===== src/rtl/control_unit.sv =====
`default_nettype none
// ============================================================================
// Module      : control_unit
// Description : Multicycle MIPS-subset control FSM. Sequences fetch, decode
//               and per-instruction execute states and drives every write
//               enable, mux select and operation code of the datapath.
//               Outputs are a function of the state register (plus a few
//               fields latched at DECODE); the branch-taken enable is the one
//               output that also looks at the ALU equal flag.
// Ports       : clk, reset (async, active low)
//               OPCODE/FUNCT  instruction fields from the IR
//               O/ET          ALU overflow / equal flags
//               *_w           datapath write enables
//               ALU_op, Shift_op, M_*  operation codes and mux selects
//               STATE         current state code
// Revision    : 1.0  initial release
// ============================================================================
module control_unit #(
    parameter logic [1:0] EXC_OPC_SEL = 2'b00,
    parameter logic [1:0] EXC_OVF_SEL = 2'b01
) (
    input  logic       clk,
    input  logic       reset,
    input  logic [5:0] OPCODE,
    input  logic [5:0] FUNCT,
    input  logic       O,
    input  logic       ET,
    output logic       PC_w,
    output logic       MEM_w,
    output logic       IR_w,
    output logic       REG_w,
    output logic       AB_w,
    output logic       EPC_w,
    output logic       HI_w,
    output logic       LO_w,
    output logic       MDR_w,
    output logic       ALUOut_w,
    output logic [2:0] ALU_op,
    output logic [2:0] Shift_op,
    output logic [1:0] M_SrcA,
    output logic [1:0] M_SrcB,
    output logic [1:0] M_RMEM,
    output logic [1:0] M_EXCEPTION,
    output logic [1:0] M_WRITE_REG,
    output logic [2:0] M_WRITE_DATA,
    output logic [1:0] M_PC,
    output logic       M_Shift_In,
    output logic       M_Shift_N,
    output logic [4:0] STATE
);

    typedef enum logic [4:0] {
        S_RESET    = 5'd0,  S_FETCH    = 5'd1,  S_FETCH2   = 5'd2,
        S_DECODE   = 5'd3,  S_ALU_EX   = 5'd4,  S_ALU_WB   = 5'd5,
        S_SLT      = 5'd6,  S_SH_LD    = 5'd7,  S_SH_OP    = 5'd8,
        S_SH_WB    = 5'd9,  S_MFHI     = 5'd10, S_MFLO     = 5'd11,
        S_JR       = 5'd12, S_ADDI_EX  = 5'd13, S_ADDI_WB  = 5'd14,
        S_MEM_ADDR = 5'd15, S_LW_RD    = 5'd16, S_LW_WAIT  = 5'd17,
        S_LW_WB    = 5'd18, S_SW_WR    = 5'd19, S_BRANCH   = 5'd20,
        S_J        = 5'd21, S_JAL      = 5'd22, S_LUI      = 5'd23,
        S_EXC_EPC  = 5'd24, S_EXC_RD   = 5'd25, S_EXC_WAIT = 5'd26,
        S_EXC_PC   = 5'd27
    } state_t;

    localparam logic [2:0] ALU_PASSA = 3'b000;
    localparam logic [2:0] ALU_ADD   = 3'b001;
    localparam logic [2:0] ALU_SUB   = 3'b010;
    localparam logic [2:0] ALU_AND   = 3'b011;
    localparam logic [2:0] ALU_CMP   = 3'b111;

    state_t     state, state_next;
    logic [1:0] exc_sel, exc_sel_next;
    logic [2:0] alu_fn, alu_fn_dec;     // R-type ALU op, held from DECODE
    logic [2:0] shift_fn, shift_fn_dec; // shift kind, held from DECODE
    logic       is_bne;

    // Fields that select behaviour inside later states are captured at
    // DECODE so those states depend only on registered information.
    always_comb begin
        alu_fn_dec   = ALU_ADD;
        shift_fn_dec = 3'b010;
        case (FUNCT)
            6'h22:   alu_fn_dec = ALU_SUB;
            6'h24:   alu_fn_dec = ALU_AND;
            default: alu_fn_dec = ALU_ADD;
        endcase
        case (FUNCT)
            6'h02:   shift_fn_dec = 3'b011;
            6'h03:   shift_fn_dec = 3'b100;
            default: shift_fn_dec = 3'b010;
        endcase
    end

    always_ff @(posedge clk or negedge reset) begin
        if (!reset) begin
            state    <= S_RESET;
            exc_sel  <= EXC_OPC_SEL;
            alu_fn   <= ALU_ADD;
            shift_fn <= 3'b010;
            is_bne   <= 1'b0;
        end else begin
            state   <= state_next;
            exc_sel <= exc_sel_next;
            if (state == S_DECODE) begin
                alu_fn   <= alu_fn_dec;
                shift_fn <= shift_fn_dec;
                is_bne   <= (OPCODE == 6'h05);
            end
        end
    end

    // Next-state logic. Every state except RESET lasts one cycle, so the
    // default successor is FETCH.
    always_comb begin
        state_next   = S_FETCH;
        exc_sel_next = exc_sel;
        case (state)
            S_RESET:  state_next = S_FETCH;
            S_FETCH:  state_next = S_FETCH2;
            S_FETCH2: state_next = S_DECODE;
            S_DECODE: begin
                case (OPCODE)
                    6'h00: begin
                        case (FUNCT)
                            6'h20, 6'h22, 6'h24: state_next = S_ALU_EX;
                            6'h2A:               state_next = S_SLT;
                            6'h00, 6'h02, 6'h03: state_next = S_SH_LD;
                            6'h10:               state_next = S_MFHI;
                            6'h12:               state_next = S_MFLO;
                            6'h08:               state_next = S_JR;
                            default: begin
                                state_next   = S_EXC_EPC;
                                exc_sel_next = EXC_OPC_SEL;
                            end
                        endcase
                    end
                    6'h08:        state_next = S_ADDI_EX;
                    6'h23, 6'h2B: state_next = S_MEM_ADDR;
                    6'h04, 6'h05: state_next = S_BRANCH;
                    6'h02:        state_next = S_J;
                    6'h03:        state_next = S_JAL;
                    6'h0F:        state_next = S_LUI;
                    default: begin
                        state_next   = S_EXC_EPC;
                        exc_sel_next = EXC_OPC_SEL;
                    end
                endcase
            end
            S_ALU_EX: begin
                // 'and' cannot overflow; only add/sub trap.
                if (O && (alu_fn != ALU_AND)) begin
                    state_next   = S_EXC_EPC;
                    exc_sel_next = EXC_OVF_SEL;
                end else begin
                    state_next = S_ALU_WB;
                end
            end
            S_ADDI_EX: begin
                if (O) begin
                    state_next   = S_EXC_EPC;
                    exc_sel_next = EXC_OVF_SEL;
                end else begin
                    state_next = S_ADDI_WB;
                end
            end
            S_SH_LD:    state_next = S_SH_OP;
            S_SH_OP:    state_next = S_SH_WB;
            S_MEM_ADDR: state_next = (OPCODE == 6'h2B) ? S_SW_WR : S_LW_RD;
            S_LW_RD:    state_next = S_LW_WAIT;
            S_LW_WAIT:  state_next = S_LW_WB;
            S_EXC_EPC:  state_next = S_EXC_RD;
            S_EXC_RD:   state_next = S_EXC_WAIT;
            S_EXC_WAIT: state_next = S_EXC_PC;
            default:    state_next = S_FETCH;
        endcase
    end

    // Output decode.
    always_comb begin
        PC_w = 1'b0; MEM_w = 1'b0; IR_w = 1'b0; REG_w = 1'b0; AB_w = 1'b0;
        EPC_w = 1'b0; HI_w = 1'b0; LO_w = 1'b0; MDR_w = 1'b0; ALUOut_w = 1'b0;
        ALU_op = ALU_PASSA; Shift_op = 3'b000;
        M_SrcA = 2'b00; M_SrcB = 2'b00; M_RMEM = 2'b00; M_EXCEPTION = 2'b00;
        M_WRITE_REG = 2'b00; M_WRITE_DATA = 3'b000; M_PC = 2'b00;
        M_Shift_In = 1'b0; M_Shift_N = 1'b0;
        case (state)
            S_FETCH: begin
                M_SrcB = 2'b01; ALU_op = ALU_ADD;
            end
            S_FETCH2: begin
                // ALU keeps producing PC+4 while the IR and PC are written.
                M_SrcB = 2'b01; ALU_op = ALU_ADD;
                IR_w = 1'b1; PC_w = 1'b1;
            end
            S_DECODE: begin
                AB_w = 1'b1; ALUOut_w = 1'b1;
                M_SrcB = 2'b11; ALU_op = ALU_ADD;
            end
            S_ALU_EX: begin
                M_SrcA = 2'b01; ALU_op = alu_fn; ALUOut_w = 1'b1;
            end
            S_ALU_WB: begin
                REG_w = 1'b1; M_WRITE_REG = 2'b01; M_WRITE_DATA = 3'b001;
            end
            S_SLT: begin
                M_SrcA = 2'b01; ALU_op = ALU_CMP;
                REG_w = 1'b1; M_WRITE_REG = 2'b01; M_WRITE_DATA = 3'b101;
            end
            S_SH_LD: begin
                Shift_op = 3'b001; M_Shift_In = 1'b1;
            end
            S_SH_OP: Shift_op = shift_fn;
            S_SH_WB: begin
                REG_w = 1'b1; M_WRITE_REG = 2'b01; M_WRITE_DATA = 3'b100;
            end
            S_MFHI: begin
                REG_w = 1'b1; M_WRITE_REG = 2'b01; M_WRITE_DATA = 3'b010;
            end
            S_MFLO: begin
                REG_w = 1'b1; M_WRITE_REG = 2'b01; M_WRITE_DATA = 3'b011;
            end
            S_JR: begin
                M_SrcA = 2'b01; ALU_op = ALU_PASSA; PC_w = 1'b1;
            end
            S_ADDI_EX, S_MEM_ADDR: begin
                M_SrcA = 2'b01; M_SrcB = 2'b10; ALU_op = ALU_ADD; ALUOut_w = 1'b1;
            end
            S_ADDI_WB: begin
                REG_w = 1'b1; M_WRITE_DATA = 3'b001;
            end
            S_LW_RD: M_RMEM = 2'b01;
            S_LW_WAIT: begin
                M_RMEM = 2'b01; MDR_w = 1'b1;
            end
            S_LW_WB: REG_w = 1'b1;
            S_SW_WR: begin
                M_RMEM = 2'b01; MEM_w = 1'b1;
            end
            S_BRANCH: begin
                // The compare resolves in this same cycle, so the taken
                // enable is qualified by ET directly (inverted for bne).
                M_SrcA = 2'b01; ALU_op = ALU_CMP; M_PC = 2'b01;
                PC_w = ET ^ is_bne;
            end
            S_J: begin
                M_PC = 2'b10; PC_w = 1'b1;
            end
            S_JAL: begin
                // PC already holds PC+4 here, which is the link value.
                REG_w = 1'b1; M_WRITE_REG = 2'b10; M_WRITE_DATA = 3'b110;
                M_PC = 2'b10; PC_w = 1'b1;
            end
            S_LUI: begin
                REG_w = 1'b1; M_WRITE_DATA = 3'b111;
            end
            S_EXC_EPC: begin
                M_SrcB = 2'b01; ALU_op = ALU_SUB; EPC_w = 1'b1;
            end
            S_EXC_RD: begin
                M_RMEM = 2'b10; M_EXCEPTION = exc_sel;
            end
            S_EXC_WAIT: begin
                M_RMEM = 2'b10; M_EXCEPTION = exc_sel; MDR_w = 1'b1;
            end
            S_EXC_PC: begin
                M_PC = 2'b11; PC_w = 1'b1;
            end
            default: ;
        endcase
    end

    assign STATE = state;

endmodule
`default_nettype wire


===== config.mk =====
export PLATFORM = sky130hd
export DESIGN_NAME = control_unit
export DESIGN_NICKNAME = d
export VERILOG_FILES = /design/src/rtl/control_unit.sv
export SDC_FILE = /design/constraint.sdc
export NUM_CORES = 1
export LEC_CHECK = 0
export CAP_MARGIN = 20
export CORE_MARGIN = 4
export CORE_UTILIZATION = 35
export CTS_CLUSTER_SIZE = 25
export DETAILED_ROUTE_END_ITERATION = 16
export GPL_ROUTABILITY_DRIVEN = 0
export SYNTH_ARGS = -nofsm -noshare
export SYNTH_HDL_FRONTEND = slang
export SYNTH_SLANG_ARGS = --single-unit

===== constraint.sdc =====
create_clock -name clk -period 2.26 [get_ports clk]
set_clock_uncertainty 0.05 [all_clocks]
set_input_delay 0.678 -clock clk [delete_from_list [all_inputs] [get_ports clk]]
set_output_delay 0.678 -clock clk [all_outputs]
set_load 0.02 [all_outputs]

Yosys cells after proc, flatten, opt, wreduce, memory -nomap -nowiden
Cells that the tools add are included.

operators by class
  muxes and demuxes = 31
  reduce and logical (&&, ||, !) cells = 25
  eq/ne operators = 49
  bitwise operators = 1

operators by type and width
  operator            number
  $pmux 5 s13         1
  $eq 5x5->1 const B  12
  $eq 5x4->1 const B  8
  $eq 6x6->1 const B  6
  $pmux 5 s7          1
  $pmux 5 s6          1
  $eq 6x2->1 const B  4
  $pmux 3 s7          1
  $eq 5x3->1 const B  4
  $eq 6x4->1 const B  3
  $pmux 2 s3          3
  $pmux 2 s2          4
  $reduce_or 2->1     8
  $reduce_or 5->1     3
  $eq 6x3->1 const B  2
  $eq 6x5->1 const B  2
  $logic_not 6->1     2
  $pmux 3 s2          2
  $pmux 3 s4          1
  $reduce_or 3->1     4
  $eq 5x2->1 const B  2
  $mux 2              5
  $mux 5              2
  $reduce_or 10->1    1
  14 further kinds    24

word-level totals
  word-level logic and storage cells = 111
  register bits = 14
  output and inout port bits = 38
  bits of input ports = 16

Logic depth before layout (Yosys ltp)
  word-level depth = 5
  depth in mapped cells = 7
  gate-level depth less buffers = 6

Least setup slack after synthesis
OpenSTA, ideal clock, no wires.

  kind = reg-to-output
  from = register state[4] (netlist: STATE[4])
  to = output port M_SrcB[0]
  cell stages (with the launch flop) = 6
  buffers on the path = 3
  arrival time = 1887 ps
  required time = 1532 ps
  setup slack = -355 ps
  cells stage by stage = dfrtp_1 -> buf_2 -> clkbuf_1 -> clkbuf_1 -> nand2_1 -> a211oi_1

on the way
  longest elaborated chain between the ends = 3
  elaborated cells on any way between the ends = 9
  classes of those cells = eq/ne: 6; mux: 1; reduce/logical: 2

ends and longest elaborated chain
  item                                                                 line  text
  from (decl)                                                          71    state_t state, state_next;
  from (signal assigned)                                               102   state <= state_next;
  $eq 5x5->1 (tied with other cells)                                   186   case (state)
  $reduce_or 3->1 (no line) / $reduce_or 2->1 (equally long branches)  -
  $pmux 2 s3 *                                                         186
  to (decl)                                                            41    output logic [1:0] M_SrcB,

Mark *: on every way between the ends. The rest lies on a longest branch, timed or not.

Worst setup path after layout
  from = register state[1] (netlist: STATE[1])
  to = output port AB_w

on the way
  longest elaborated chain between the ends = 2

ends and longest elaborated chain
  item        line  text
  $eq 5x2->1  186
  $mux 1      186
  to (decl)   32    output logic AB_w,

No other way between the ends.

==> key figures <==
Outcome
  – Failing checks: negative setup slack
  – Status: finished, violations left

Floorplanning
  – Top Ports: 54
  – DIE HEIGHT: 76.4 microns
  – Die ar.: 0.00584 sq mm
  – Num rows: 24
  – Die X-Extent: 76.4 microns
  – Core area: 0.00444 sq mm
  – Initial Util: 36.9%

Global routing
  – Number of global-route vias before repair: 2,191
  – Initial antenna violation count: 0
  – GRT Resource Usage Total: 20.9%
  – Largest net degree at the start of global routing: 14
  – Grt ovf: 0
  – First-pass GRT wire length: 10.3 mm

Clock network
  – Clock latency on the worst-skew pair: 250 ps
  – CTS tree: built
  – Clock buffer depth: 2
  – Worst-path clk slew: 60 ps
  – Depth of the CTS H-tree: 1
  – TritonCTS Buffers: 3
  – Hold_buf cts: 0
  – CTS sink count: 12
  – CTS root buffer: clkbuf_8

STA
  – Final hold violations: 0
  – F_max: 425 MHz
  – Final worst path period share: 104%
  – Final Critical Period: 2350 ps
  – Worst slew pin tran: 553 ps
  – RSZ-0062 raised after global routing: yes
  – Relative max-transition margin: 63.0%
  – Final setup viols: 4
  – Final Slew Violations: 0
  – Final setup margin: -90.4 ps

Placement
  – Dpl cells: 409
  – DPL Wire Length: 4.72 mm
  – Port bufs: 48

Critical path
  – Critical path startpoint category: flop
  – Crit path arrival time: 1620 ps
  – FF-to-FF setup slack: 140 ps
  – Critical path class: flop to output port
  – CP required: 1530 ps
  – Crit. End Element: output port
  – CP Max Fanout: 6

Detailed routing
  – DRC viols: 0
  – Initial DRC Count: 185
  – Vias per Instance: 5.52
  – Routed wire length: 6.25 mm
  – ANT nets after route: 0
  – Routed len/inst: 14.7 microns
  – TritonRoute pass-1 iters: 5
  – Vias post-DR: 2,350

Power and ir drop
  – Leak Pwr: 1.41 nW
  – Tot Pwr: 0.00336 W
  – PD cells: 1090 mW/mm^2
  – Peak supply drop: 669 uV

Layout
  – Share of layout cells above drive strength 1: 48.1%
  – Most common cell after layout, fill and taps aside: buf_4
  – Ant diodes: 0
  – Commonest non-fill, non-tap cells in the layout: 95 x buf_4, 26 x nor2_1, 22 x nand2_1, 22 x buf_6, 15 x clkdlybuf4s50_1
  – Post-Layout Cell Count: 426
  – Post-layout nets: 391
  – Synthesis-to-layout area growth: 88.9%

Yosys
  – Sequential area share after synthesis: 18.5%
  – Async SR Flop Fraction: 100%
  – Synthesized cell area: 0.00164 sq mm
  – Post-synth cell types: 57
  – Prevailing post-synth register cell: dfrtp_1
  – Yosys reg bits: 12
  – Syn avg cell area: 6.68 sq um
  – Mapped Cells: 245
  – Yosys warns: 0
  – Number of synthesized flops with an enable pin: 0

Run
  – Total of max-cap violations: 0

Worst hold path
  – HP Class: flop to flop
[path summary, 6_finish.rpt]
path                                  start          end  depth (start not counted)
worst min-delay path            shift_fn[2]  shift_fn[2]                          2
worst max register to register     STATE[1]     STATE[3]                          7
worst min register to register  shift_fn[2]  shift_fn[2]                          2
worst max-delay path               STATE[1]         AB_w                          5
min in group asynchronous             reset  shift_fn[2]                          1
max in group asynchronous             reset     STATE[2]                          1
[layout make-up]
type | count | area [sq um]
flip-flops and latches | 12 | 308
inverters | 7 | 26.3
fillers | 388 | 1350
multi-input cells | 205 | 1420
clock buffers | 4 | 55.1
repair buffers | 146 | 1220
well taps | 52 | 65.1
[synth_stat cells (5+ instances only)]
library cell / number / area, sq um
nor2_1: 33 / 124
nand2_1: 26 / 97.6
o21ai_0: 14 / 70.1
a21oi_1: 13 / 65.1
dfrtp_1: 10 / 250
nor3_1: 10 / 50.1
clkbuf_1: 9 / 33.8
nand2b_1: 8 / 50.1
nor2b_1: 8 / 50.1
and2_1: 6 / 37.5
buf_2: 6 / 30.0
buf_4: 6 / 45.0
inv_1: 6 / 22.5
nor4_1: 6 / 37.5
o22ai_1: 6 / 37.5
and3_1: 5 / 31.3
o211ai_1: 5 / 37.5
[what timing repair did]
action / 4_1_cts / 5_1_grt
hold endpoints to repair: 0 / 0
setup buffers: 9 / 5
pin swaps: 9 / 15
endpoints found under the setup margin: 32 / 30
resized for setup: 165 / 42
[where the power goes]
part	switching (W)	leakage (nW)	internal, W
clock	0.0000882	0.0288	0.000154
combinational	0.00140	1.23	0.00138
sequential	0.0000694	0.149	0.000273
total	0.00155	1.41	0.00181
[through the flow]
stage | setup TNS (ps) | setup slack, ps | instance area (sq um) | utilization [%] | hold WS (ps)
2_1_floorplan | -12.4 | -12.4 | 1760 | - | 332
3_3_place_gp | -7020 | -710 | 2800 | 63.0 | 414
3_5_place_dp | -7580 | -710 | 2800 | 63.0 | 416
4_1_cts | -159 | -83.8 | 2960 | 66.5 | 430
5_1_grt | -832 | -139 | 3090 | 69.6 | 470
6_report | -212 | -90.4 | 3090 | 69.6 | 425
[cell families after synthesis]
group	Yosys count	synth area share (%)
AO/OA/AOI/OAI	79	33.3
flip-flops	12	18.5
XOR/XNOR	5	2.67
buffers and inverters	32	9.62
AND/OR/NAND/NOR	113	33.8
multiplexers	3	1.83
other	1	0.229
[layer usage]
metal	GRT usage [%]	up-vias	part of all wire (%)	wire length, microns
li1	-	1149	-	-
met1	28.1	1093	45	2780
met2	35.0	91	48	3000
met3	3.66	17	6.0	373
met4	3.99	0	1.5	92
met5	0	-	0	0
[critical path, cell delays in order (launching register included)]
cell and delay [ps]:
dfrtp_2 420, buf_4 170, nand2_4 50, or4_4 530, inv_2 90, buf_6 110
[state kept, by name, indices dropped and copies added, names as in the netlist]
signal    flops
STATE         5
alu_fn        2
is_bne        1
exc_sel       1
shift_fn      3
Power figures use the tool's default switching activity.
